===== config.mk =====
export PLATFORM = sky130hd
export DESIGN_NAME = wave_meas
export DESIGN_NICKNAME = d
export VERILOG_FILES = /design/src/rtl/wave_meas.sv
export SDC_FILE = /design/constraint.sdc
export NUM_CORES = 1
export LEC_CHECK = 0
export CAP_MARGIN = 5
export CORE_MARGIN = 2
export CORE_UTILIZATION = 45
export DETAILED_ROUTE_END_ITERATION = 8
export PLACE_DENSITY = 0.71
export SYNTH_ARGS = -nofsm -noshare
export SYNTH_HDL_FRONTEND = slang
export SYNTH_SLANG_ARGS = --single-unit

===== constraint.sdc =====
create_clock -name sys_clk -period 2.3 [get_ports sys_clk]
set_input_delay 0.46 -clock sys_clk [delete_from_list [all_inputs] [get_ports sys_clk]]
set_output_delay 0.46 -clock sys_clk [all_outputs]
set_load 0.05 [all_outputs]

===== src/rtl/wave_meas.sv =====
// Sample-stream meter: period, per-period max/min and peak-to-peak via hysteretic rising crossings.
// Latency: results and meas_valid registered, visible the cycle after the crossing sample is accepted.
// Backpressure: none; samples qualified by data_valid, invalid cycles still advance the period counter.
module wave_meas #(
    parameter int               MID     = 128,
    parameter int               HYST    = 8,
    parameter int               CNT_W   = 24,
    parameter logic [CNT_W-1:0] TIMEOUT = 24'd5_000_000
) (
    input  logic             sys_clk,
    input  logic             sys_rst,
    input  logic [7:0]       data_in,
    input  logic             data_valid,
    output logic [CNT_W-1:0] period,
    output logic [7:0]       vmax,
    output logic [7:0]       vmin,
    output logic [7:0]       vpp,
    output logic             meas_valid,
    output logic             no_signal
);

    // Hysteresis band: a sample must drop below LO before a sample at or
    // above HI counts as a rising crossing.
    localparam logic [7:0] LO = 8'(MID - HYST);
    localparam logic [7:0] HI = 8'(MID + HYST);

    localparam logic [1:0] ARM     = 2'd0;  // waiting for a low sample
    localparam logic [1:0] ARM_HI  = 2'd1;  // low seen, waiting for first crossing
    localparam logic [1:0] MEAS_LO = 2'd2;  // measuring, waiting for low half
    localparam logic [1:0] MEAS_HI = 2'd3;  // measuring, waiting for next crossing

    logic [1:0]       state;
    logic [CNT_W-1:0] cnt;
    logic [7:0]       run_max;
    logic [7:0]       run_min;

    logic is_low;
    logic is_high;
    logic timeout;
    logic first_cross;
    logic crossing;
    logic track;

    assign is_low  = data_valid && (data_in < LO);
    assign is_high = data_valid && (data_in >= HI);

    // Timeout wins over any crossing arriving in the same cycle.
    assign timeout     = (cnt >= TIMEOUT);
    assign first_cross = !timeout && (state == ARM_HI) && is_high;
    assign crossing    = !timeout && (state == MEAS_HI) && is_high;

    // The crossing sample itself belongs to the next window, so it is
    // excluded from tracking in MEAS_HI and used as the seed instead.
    assign track = !timeout && data_valid &&
                   ((state == MEAS_LO) || ((state == MEAS_HI) && !is_high));

    // Crossing FSM and free-running period counter.
    always_ff @(posedge sys_clk) begin
        if (sys_rst) begin
            state <= ARM;
            cnt   <= '0;
        end else if (timeout) begin
            state <= ARM;
            cnt   <= '0;
        end else if (first_cross || crossing) begin
            state <= MEAS_LO;
            cnt   <= CNT_W'(1);
        end else begin
            cnt <= cnt + CNT_W'(1);
            case (state)
                ARM:     if (is_low) state <= ARM_HI;
                MEAS_LO: if (is_low) state <= MEAS_HI;
                default: state <= state;
            endcase
        end
    end

    // Running extremes over the current window, reseeded at every crossing.
    always_ff @(posedge sys_clk) begin
        if (sys_rst) begin
            run_max <= 8'd0;
            run_min <= 8'd255;
        end else if (first_cross || crossing) begin
            run_max <= data_in;
            run_min <= data_in;
        end else if (track) begin
            if (data_in > run_max) run_max <= data_in;
            if (data_in < run_min) run_min <= data_in;
        end
    end

    // Result registers: updated only on a completed period, held across timeouts.
    always_ff @(posedge sys_clk) begin
        if (sys_rst) begin
            period     <= '0;
            vmax       <= 8'd0;
            vmin       <= 8'd0;
            vpp        <= 8'd0;
            meas_valid <= 1'b0;
            no_signal  <= 1'b0;
        end else begin
            meas_valid <= crossing;
            if (timeout) begin
                no_signal <= 1'b1;
            end else if (crossing) begin
                period    <= cnt;
                vmax      <= run_max;
                vmin      <= run_min;
                vpp       <= run_max - run_min;
                no_signal <= 1'b0;
            end
        end
    end

endmodule

# After elaboration in Yosys (flattened, before gate mapping)

Index checks and enable logic that the tools add are counted.
Widths: inputs -> output; s select.

Add/subtract/negate cells: 2
Magnitude comparators: 5
Equal/unequal tests: 7
Muxes and demuxes: 13
Bitwise logic cells: 1
Reductions and logical operators: 27

Operators by type and width:

| cell                  | count |
|---|---|
| $mux 8                | 6 |
| $add 24x1->24 const B | 1 |
| $ge 24x23->1 const B  | 1 |
| $reduce_bool 2->1     | 5 |
| $logic_and 1x1->1     | 9 |
| $ge 8x8->1 const B    | 1 |
| $gt 8x8->1            | 1 |
| $lt 8x7->1 const B    | 1 |
| $lt 8x8->1            | 1 |
| $sub 8x8->8           | 1 |
| $mux 2                | 3 |
| $reduce_and 2->1      | 3 |
| $reduce_and 3->1      | 2 |
| $eq 2x2->1 const B    | 2 |
| $ne 2x2->1 const B    | 2 |
| $pmux 2 s2            | 1 |
| $mux 1                | 3 |
| $ne 3x2->1 const B    | 1 |
| $ne 3x3->1 const B    | 1 |
| $reduce_bool 3->1     | 1 |
| $reduce_or 3->1       | 1 |
| $eq 2x1->1 const B    | 1 |
| $logic_not 1->1       | 2 |
| $logic_not 2->1       | 1 |
| other kinds (3)       | 4 |

Flip-flop bits (word level): 92
Input bits: 11
Output and inout port bits: 50

# Logic depth before layout (Yosys ltp)

Gate-level depths: netlist of run 1.

Word-level depth: 8
Mapped depth: 10

# Least setup slack after synthesis of run 1

No wires, ideal clock.

Kind: reg2reg
Start point: register cnt[16]
End point: register vmax[0]
Library setup time: 0.117 ns
Arrival time: 2.068 ns
Data required time: 2.183 ns
Path slack: 0.116 ns
Stages on the path, launching flop included: 10
Buffers on the path: 3
Path through: dfxtp_1 buf_2 or3_1 a211o_1 a21o_1 nor3_1 nor2_1 clkbuf_1 clkbuf_1 a22o_1

Cells in the longest elaborated chain, start to end: 5
Elaborated cells on any way between the ends: 6
Those cells by class: 1 x order compare; 1 x bitwise; 4 x reduce/logical

RTL lines:

| element                             | line | RTL |
|---|---|---|
| start: declaration                  | 33   | `logic [CNT_W-1:0] cnt;` |
| start signal: assignment            | 69   | `cnt <= cnt + CNT_W'(1);` |
| $ge 24x23->1 *                      | 48   | `assign timeout = (cnt >= TIMEOUT);` |
| $logic_not 1->1                     | 50   | `assign crossing = !timeout && (state == MEAS_HI) && is_high;` |
| $logic_and 1x1->1 (2 in series)     | 50   |  |
| $reduce_and 2->1 (no source line) * | -    |  |
| end signal: assignment              | 107  | `vmax <= run_max;` |
| end: declaration                    | 15   | `output logic [7:0] vmax,` |

Mark *: on every way between the ends. The rest lies on a longest branch, timed or not.
A chain may end at the register's enable or synchronous reset.

# Final worst setup path of run 1

Start point: input data_in[1]
End point: register run_min[3]

Cells in the longest elaborated chain, start to end: 8
Elaborated cells on any way between the ends: 14
Those cells by class: 2 x order compare; 1 x mux; 11 x reduce/logical

RTL lines:

| element                            | line | RTL |
|---|---|---|
| start: declaration                 | 12   | `input logic [7:0] data_in,` |
| $ge 8x8->1                         | 45   | `assign is_high = data_valid && (data_in >= HI);` |
| $logic_and 1x1->1                  | 45   |  |
| $logic_not 1->1                    | 55   | `((state == MEAS_LO) \|\| ((state == MEAS_HI) && !is_high));` |
| $logic_and 1x1->1                  | 55   |  |
| $logic_or 1x1->1                   | 55   |  |
| $logic_and 1x1->1                  | 54   | `assign track = !timeout && data_valid &&` |
| $reduce_bool 2->1 (no source line) | -    |  |
| $reduce_and 2->1 (no source line)  | -    |  |
| end signal: assignment             | 85   | `run_min <= data_in;` |
| end signal: assignment             | 88   | `if (data_in < run_min) run_min <= data_in;` |
| end: declaration                   | 35   | `logic [7:0] run_min;` |

Several ways; a longest one is shown, not always the timed one.

==> results of run 1 <==
power groups by stage:
stage                     clock [mW]  combinational (mW)  sequential (mW)
after floorplan                    0              0.0746             1.64
after global placement             0               0.143             1.64
after detailed placement           0               0.146             1.64
final                           1.05               0.148             1.60
after CTS                       1.06               0.147             1.60
after global routing            1.14               0.163             1.60
cell usage in the layout (no fill, tap or decap), types with 6 or more instances in the layout:
cell             Yosys  layout
xor2_1              11      11
mux2i_1             16      16
nand4_1              6       6
buf_4                0      23
a22o_1              46      46
clkdlybuf4s50_1      0      59
inv_1               25      25
and3_1               6       6
ha_1                24      24
clkbuf_8             0      10
nand2_1             13      13
xnor2_1             14      14
nand2b_1            17      17
nand3_1             12      12
nor2_1              51      50
dfxtp_1             92      92
cells by family after synthesis:
kind of cell | after synthesis
xor+xnor | 25
fa+ha+maj | 25
other cells | 1
buf+inv | 44
flops | 92
mux | 16
simple gates | 126
compound gates | 80
metrics by stage:
stage	TNS (ps)	total power, mW	hold slack [ps]	setup WS (ps)	cells
2_1_floorplan	0	1.718	437.1	115.5	409
3_3_place_gp	-7471	1.783	442.0	-202.4	585
3_5_place_dp	-10180	1.787	447.7	-252.3	585
4_1_cts	0	2.813	474.7	42.30	601
5_1_grt	0	2.904	503.1	6.814	601
6_report	0	2.801	470.8	69.74	601
worst max-delay path by stage:
stage,startpoint,to,depth (start not counted)
6_report,data_in[1],run_min[3],8
5_1_grt,run_max[0],vpp[6],8
4_1_cts,data_in[1],run_min[3],8
3_5_place_dp,data_in[6],run_min[3],8
3_3_place_gp,data_in[1],run_min[7],8
2_1_floorplan,cnt[16],vmax[0],9
per-layer routing:
metal / routed length, um / track usage, % / part of all wire, % / vias up
met5: 0 / 0 / 0 / -
met4: 54 / 6.006 / 0.65 / 0
met3: 239 / 3.617 / 2.9 / 2
met2: 3736 / 27.58 / 45 / 49
met1: 4245 / 24.37 / 51 / 1464
li1: - / - / - / 1596
worst max-delay path, delay by kind of cell:
kind                     cells  cell delay [ps]
AO/OA/AOI/OAI                4              930
adder cells (fa/ha/maj)      1              310
buffers and inverters        2              620
multiplexers                 1              190
flip-flops by register name, summed over array words and instances (netlist names):
name and count:
vpp 8, vmax 8, period 24, cnt 24, state 2, vmin 8, meas_valid 1, no_signal 1
run_min 8, run_max 8
layout make-up:
| class | instances | area [um^2] | area share (%) |
|---|---|---|---|
| multi-input combinational | 273 | 1999 | 39.08 |
| timing repair buffer | 87 | 855.8 | 16.73 |
| clock buffer | 10 | 137.6 | 2.690 |
| inverter | 25 | 93.84 | 1.834 |
| sequential | 92 | 1842 | 36.00 |
| tap | 108 | 135.1 | 2.641 |
| clock inverter | 6 | 52.55 | 1.027 |
==> metrics, run 1 <==
Avg WL per Cell 13.77 um; maximum vdd drop between 0.0003 and 0.0004 V; Area growth syn-to-layout 26.99%; Die ar. 9726 um^2; internal power 2.105 mW; Seq/Total Area, Yosys a little under half; Cell Area, Synth slightly above 4000 um^2; share of layout cells above drive strength 1 9.736%; H-tree levels 3; hold_sp period[23]; FILL cells around 730; TritonCTS clock tree built; share of the synthesized area in the top cell type 45.71%; CTS hold repair buffers 0; status completed; HPWL Detailed slightly above 6 mm; EDFF count, synth 0; Synth Flop Type dfxtp_1; worst-path fanout max 4; num ports a little over 60; Mapped Avg Cell Area between 9 and 10 um^2; Post-synth top cells dfxtp_1, nor2_1, a22o_1; net count after synthesis around 450; Synth Area in XOR/XNOR 5.435%; Core Region 8721 um^2; n_diodes 0; number of distinct library cells after synthesis 44; synth warn 0; Rows 34; clk_lat worst skew roughly 350 ps; post_cts resized 0; Sw Ratio between 20 and 25%; ys async rst share 0%; Num CTS Buffers 9; Clk network pwr share 37.5%; Worst Setup Start Kind input port; critical setup path kind input port to register; first-pass GRT wire length 14.05 mm; routability congestion estimate ~0.9; final setup violation count 0; clk root buf clkbuf_8; endpoint class of the critical path register; WL final 8.275 mm; required time of the worst setup path 2580 ps; Post-Synth Simple-Gate Area about 15%; Post-Syn Instances 409; worst path cell trace clkdlybuf4s50_1 > ha_1 > a21o_1 > a2111oi_1 > o31ai_1 > a21oi_4 > buf_4 > mux2i_1; fmax 448.4 MHz; Adder-Cell Fraction of Synth Area 7.950%; NumNets Final 524; leakage power approximately 2.0 nW; gr usage total between 10% and 20%; largest cells by area after synthesis dfxtp_1, a22o_1, ha_1; DR vias/cell 5.176; #FFs+latches synth a little over 90; NetSw between 0.6 and 0.7 mW; Final ANT Viol Nets 0; Initial DRC Count 78; Port Buffers 60; Starting Density 46.20%; post-layout minimum cycle time 2230 ps; count leader, synth dfxtp_1; routed vias 3111; reg2reg end run_min[3]; Critical Path Slowest Stage Cell clkdlybuf4s50_1; Synth area leader dfxtp_1; # Post-CTS Setup Buffers 0; number of global-route vias before repair 2999; R2R Setup Slk 130 ps; largest family of logic cells by synthesized area compound AO/OA/AOI/OAI gates; hold worst-path end period[23]; r2r startpoint cnt[15]; clk sinks approximately 90; Compound-Gate Fraction of Synth Area 16.52%; Fin. Hold Viols 0; Slew Limit Fails 0; Comb power frac 5.3%; Util after Layout 58.67%; mux cell area share after synthesis under 10%; slowest stage delay, CP 460 ps; Reg power frac approximately 57%; Worst Clk Skew 10.42 ps; Hold Path Class register to register; Worst Max-Slew Pin Slew roughly 560 ps; maximum root-to-sink buffer count 2; post-route clock period utilization 96.97%; Die Ht 98.62 um; Die Wd 98.62 um; Slew headroom about 62%; worst r2r path cells 8; worst hold stages 1; Worst-path clk slew 90 ps; RSZ-0062 raised after global routing false; largest net degree at the start of global routing 38; crit path DAT 2510 ps; # Max-Cap Violations 0; final instance area 5116 um^2; GRT overflow 0; DP Area 4920 um^2; Remaining DRCs 0; initial antenna violation count 0; Power Density 547.6 nW/um^2; TritonRoute pass-1 iters 6
Power figures use the tool's default switching activity.
==> run 2: changes to the inputs <==
Settings changed: DONT_BUFFER_PORTS set to 1, PLACE_DENSITY 0.71 to not set, REMOVE_ABC_BUFFERS set to 1.
==> run 2 against run 1 <==
Effect of this change: clock-buffer cell count shrank 1; first-iteration DRC count fell by 14%; non-clock buffer count is 66 lower; critical endpoint is now vpp[4]; hold slack got worse by 290 ps; final cell count is 11% lower.
==> metrics, run 2 (synthesis gave the netlist of run 1 again) <==
status completed; Area growth syn-to-layout 12.61%; r2r startpoint cnt[16]; R2R Setup Slk 90 ps; most frequent cells in the layout dfxtp_1, nor2_1, a22o_1; post-layout minimum cycle time 2209 ps; worst-path fanout max 14; FILL cells 822; Core Region 8721 um^2; Slew headroom 54.35%; WL final between 8 and 9 mm; Regs by FF count cnt: 24 flops, period: 24 flops; share of layout cells above drive strength 1 10.28%; number of global-route vias before repair between 3000 and 4000; DR vias/cell 5.524; CP Launch Point cnt[16]; Worst Max-Slew Pin Slew between 600 and 700 ps; Final ANT Viol Nets 0; Fin. Hold Viols 0; clk_lat worst skew 360 ps; initial antenna violation count 0; Worst Setup Start Kind register; placed instance count 516; crit path to vpp[4]; routability congestion estimate 0.8525; worst r2r path cells 8; Worst Clk Skew 13.40 ps; Port Buffers 0; Setup Total Neg Slack 0 ps; Power Density ~660 nW/um^2; final setup violation count 0; Die Wd 98.62 um; Worst-path clk slew 90 ps; Remaining DRCs 0; TritonRoute pass-1 iters 4; clk root buf clkbuf_8; Avg WL per Cell between 15 and 20 um; Util after Layout 52.02%; Die Ht 98.62 um; maximum vdd drop 0.0002796 V; Design Power 3.016 mW; required time of the worst setup path 2600 ps; H-tree levels 3; post-route clock period utilization 96.04%; endpoint class of the critical path register; commonest non-fill, non-tap cell in the layout dfxtp_1; Die ar. 9726 um^2; crit path DAT 2510 ps; fmax about 450 MHz; reg2reg end vpp[4]; HPWL Detailed 5.771 mm; Slew Limit Fails 0; Hold Path Class input port to register; DP Area approximately 4200 um^2; first-pass GRT wire length 14.30 mm; n_diodes 0; Starting Density 46.20%; clk sinks 92; NumNets Final 459; gr usage total a little under a fifth; final instance area ~4500 um^2; maximum root-to-sink buffer count 2; leakage power 1.818 nW; Num CTS Buffers 9; GRT overflow 0; critical setup path kind register to register; RSZ-0062 raised after global routing false; num ports 61; largest net degree at the start of global routing 38; Initial DRC Count 67; Rows 34; # Max-Cap Violations 0; Final Non-Filler Cells 536; TritonCTS clock tree built; routed vias 2961
[run 2: cell count changes in the layout (fill, tap and decap cells not counted), moves of 2 or more]
cell,previous run,this run
buf_12,4,2
buf_4,23,17
bufinv_16,0,3
clkdlybuf4s50_1,59,0
[run 2: worst min-delay path by stage]
stage                   from       end  cells past startpoint
CTS                  sys_rst  state[1]                      1
detailed placement  state[0]  state[0]                      2
floorplan           state[0]  state[0]                      2
finish               sys_rst  state[1]                      1
global route         sys_rst  state[1]                      1
global placement    state[0]  state[0]                      2
[run 2: where the power goes]
| part | total, mW | switching, mW | leakage, nW | internal, mW |
|---|---|---|---|---|
| clock network | 1.32 | 0.592 | 0.120 | 0.728 |
| registers | 1.61 | 0.0111 | 0.742 | 1.60 |
| logic | 0.0875 | 0.0526 | 0.955 | 0.0349 |
[run 2: worst max-delay path, cell delays in order, from the launching register on]
cell and delay, ps:
dfxtp_1 330, or3_1 350, a211o_1 290, a21o_1 220, or2_4 290, nor3_4 200
buf_4 170, buf_12 150, a32o_1 160
[run 2: layout make-up]
| class | count | area [um^2] | share of cell area (%) |
|---|---|---|---|
| Clock buffer | 9 | 123.9 | 2.730 |
| Clock inverter | 7 | 120.1 | 2.648 |
| Inverter | 25 | 93.84 | 2.068 |
| Multi-Input combinational cell | 274 | 2014 | 44.40 |
| Sequential cell | 92 | 1842 | 40.60 |
| Tap cell | 108 | 135.1 | 2.978 |
| Timing Repair Buffer | 21 | 207.7 | 4.578 |
[run 2: what timing repair did]
item,CTS,global route
pin swaps,0,1
setup buffers,0,2
cloned,1,1
resized for setup,3,3
setup endpoints to repair,49,17
hold buffers,0,0
[run 2: per-stage QoR]
stage                     hold WS (ps)  setup WS [ps]
final                            180.8          91.18
after global routing             167.2          5.835
after CTS                        162.3          61.69
after detailed placement         469.5         -112.3
after global placement           459.5         -18.69
after floorplan                  437.1         -630.0
[run 2: layer usage]
metal | up-vias | wire length, um | GRT usage, %
met5 | - | 0 | 0
met4 | 0 | 124 | 6.322
met3 | 11 | 432 | 4.681
met2 | 68 | 4229 | 30.82
met1 | 1409 | 3960 | 22.53
li1 | 1473 | - | -
==> run 3: changes to the inputs <==
Settings changed: CORE_UTILIZATION 45 to 40.
==> run 3 against run 2 <==
Effect of this change: non-clock buffer count down 3; via count down 1.6%; hold slack better by 12 ps; critical path depth down 1; sequential power about the same; largest power group unchanged; wire length down 1.1%; clock skew down 4.0 ps; combinational power up 4.8%; clock-buffer cell count unchanged; final area down 0.83%.
==> metrics, run 3 (synthesis gave the netlist of run 1 again) <==
status completed; Fin. Hold Viols 0; uppermost layer routed met4; pre-CTS WS -127.4 ps; largest net degree at the start of global routing 38; DR vias/cell 5.213; Die Wd around 100 um; M1 wire length around 3.8 mm; post-layout minimum cycle time between 2000 and 2500 ps; met3 wire length about 550 um; Hold Path Class input port to register; # Max-Cap Violations 0; Worst Clk Skew 9.355 ps; worst path cell trace or3_1 > a211o_1 > a21o_1 > or2_4 > nor3_4 > buf_12 > a32o_1; Worst Setup Start Kind register; Min Hold Slack 193.0 ps; met2 WL around 4.2 mm; required time of the worst setup path between 2000 and 3000 ps; NumNets Final 457; Core Region 9774 um^2; H-tree levels 3; slowest stage delay, CP 360 ps; HPWL Detailed about 5.9 mm; crit path DAT 2530 ps; Slew Limit Fails 0; gr usage total 16.25%; initial antenna violation count 0; WP buf/inv 1; post-route clock period utilization a little over nine tenths; GRT overflow 0; first-pass GRT wire length 14.12 mm; TritonCTS clock tree built; Power Density 603.2 nW/um^2; Final Non-Filler Cells 559; Critical Path Slowest Stage Cell or3_1; endpoint class of the critical path register; routed vias 2914; Num CTS Buffers 9; WL final 8.649 mm; Design Power 2.714 mW; final setup violation count 0; Remaining DRCs 0; commonest non-fill, non-tap cell in the layout dfxtp_1; Port Buffers 0; CTS hold repair buffers 0; Final ANT Viol Nets 0; Regs by FF count cnt: 24 flops, period: 24 flops; Worst Max-Slew Pin Slew roughly 680 ps; maximum root-to-sink buffer count 2; leakage power 1.773 nW; clk_lat worst skew 360 ps; clk root buf clkbuf_8; Area growth syn-to-layout 11.68%; TritonRoute pass-1 iters 4; Worst-path clk slew 100 ps; maximum vdd drop 0.0003479 V; RSZ-0062 raised after global routing true; fmax 450.4 MHz; routability congestion estimate approximately 0.86; Die ar. 10890 um^2; Slew headroom between 50% and 60%; Avg WL per Cell between 15 and 20 um; CP top delay family simple AND/OR/NAND/NOR gates; clk sinks 92; n_diodes 0; most frequent cells in the layout dfxtp_1, nor2_1, a22o_1; number of global-route vias before repair about 2800; Rows 36; num ports 61; DP Area ~4300 um^2; Die Ht 104.4 um; Initial DRC Count 102; Final WS setup 79.78 ps; Starting Density 41.22%; placed instance count 540; critical setup path kind register to register; share of layout cells above drive strength 1 9.859%; final instance area ~4500 um^2; worst-path fanout max 26
run 3: cell types whose count changed in the layout (fill, tap and decap cells not counted), sizes merged:
cell and change:
bufinv -3, nor2 +1, buf -2, clkinv +2, clkinvlp +1, clkbuf -1
run 3: per-layer routing:
metal | vias to the layer above | track usage, %
li1 | 1461 | -
met1 | 1365 | 19.70
met2 | 77 | 27.12
met3 | 11 | 5.326
met4 | 0 | 5.309
met5 | - | 0
run 3: what timing repair did:
item                       in CTS  in global routing
hold endpoints to repair        0                  0
gates resized for setup         2                  4
setup endpoints to repair      49                 17
setup buffers                   0                  1
pin swaps                       0                  2
gates cloned                    1                  1
run 3: report_power, final:
| part | internal [mW] | total (mW) | switching, mW |
|---|---|---|---|
| registers | 1.60 | 1.61 | 0.00929 |
| clock network | 0.409 | 1.02 | 0.606 |
| logic | 0.0363 | 0.0917 | 0.0554 |
run 3: through the flow:
stage	TNS, ps	utilization, %
5_1_grt	-225.6	46.03
2_1_floorplan	-30960	-
3_5_place_dp	-5300	43.61
6_report	0	46.03
3_3_place_gp	-3428	43.61
4_1_cts	0	45.66
run 3: path summary, 6_finish.rpt:
check,startpoint,endpoint,slack [ps],cells past startpoint
max,cnt[15],vpp[4],80,7
min,sys_rst,state[1],190,1
max reg2reg,cnt[15],vpp[4],80,7
min reg2reg,state[0],state[0],490,2
run 3: layout make-up:
cell class | count | area, um^2
flip-flops and latches | 92 | 1842
clock buffers | 9 | 123.9
well taps | 133 | 166.4
fillers | 957 | 5275
clock inverters | 7 | 60.06
multi-input cells | 275 | 2028
inverters | 25 | 93.84
repair buffers | 18 | 185.2
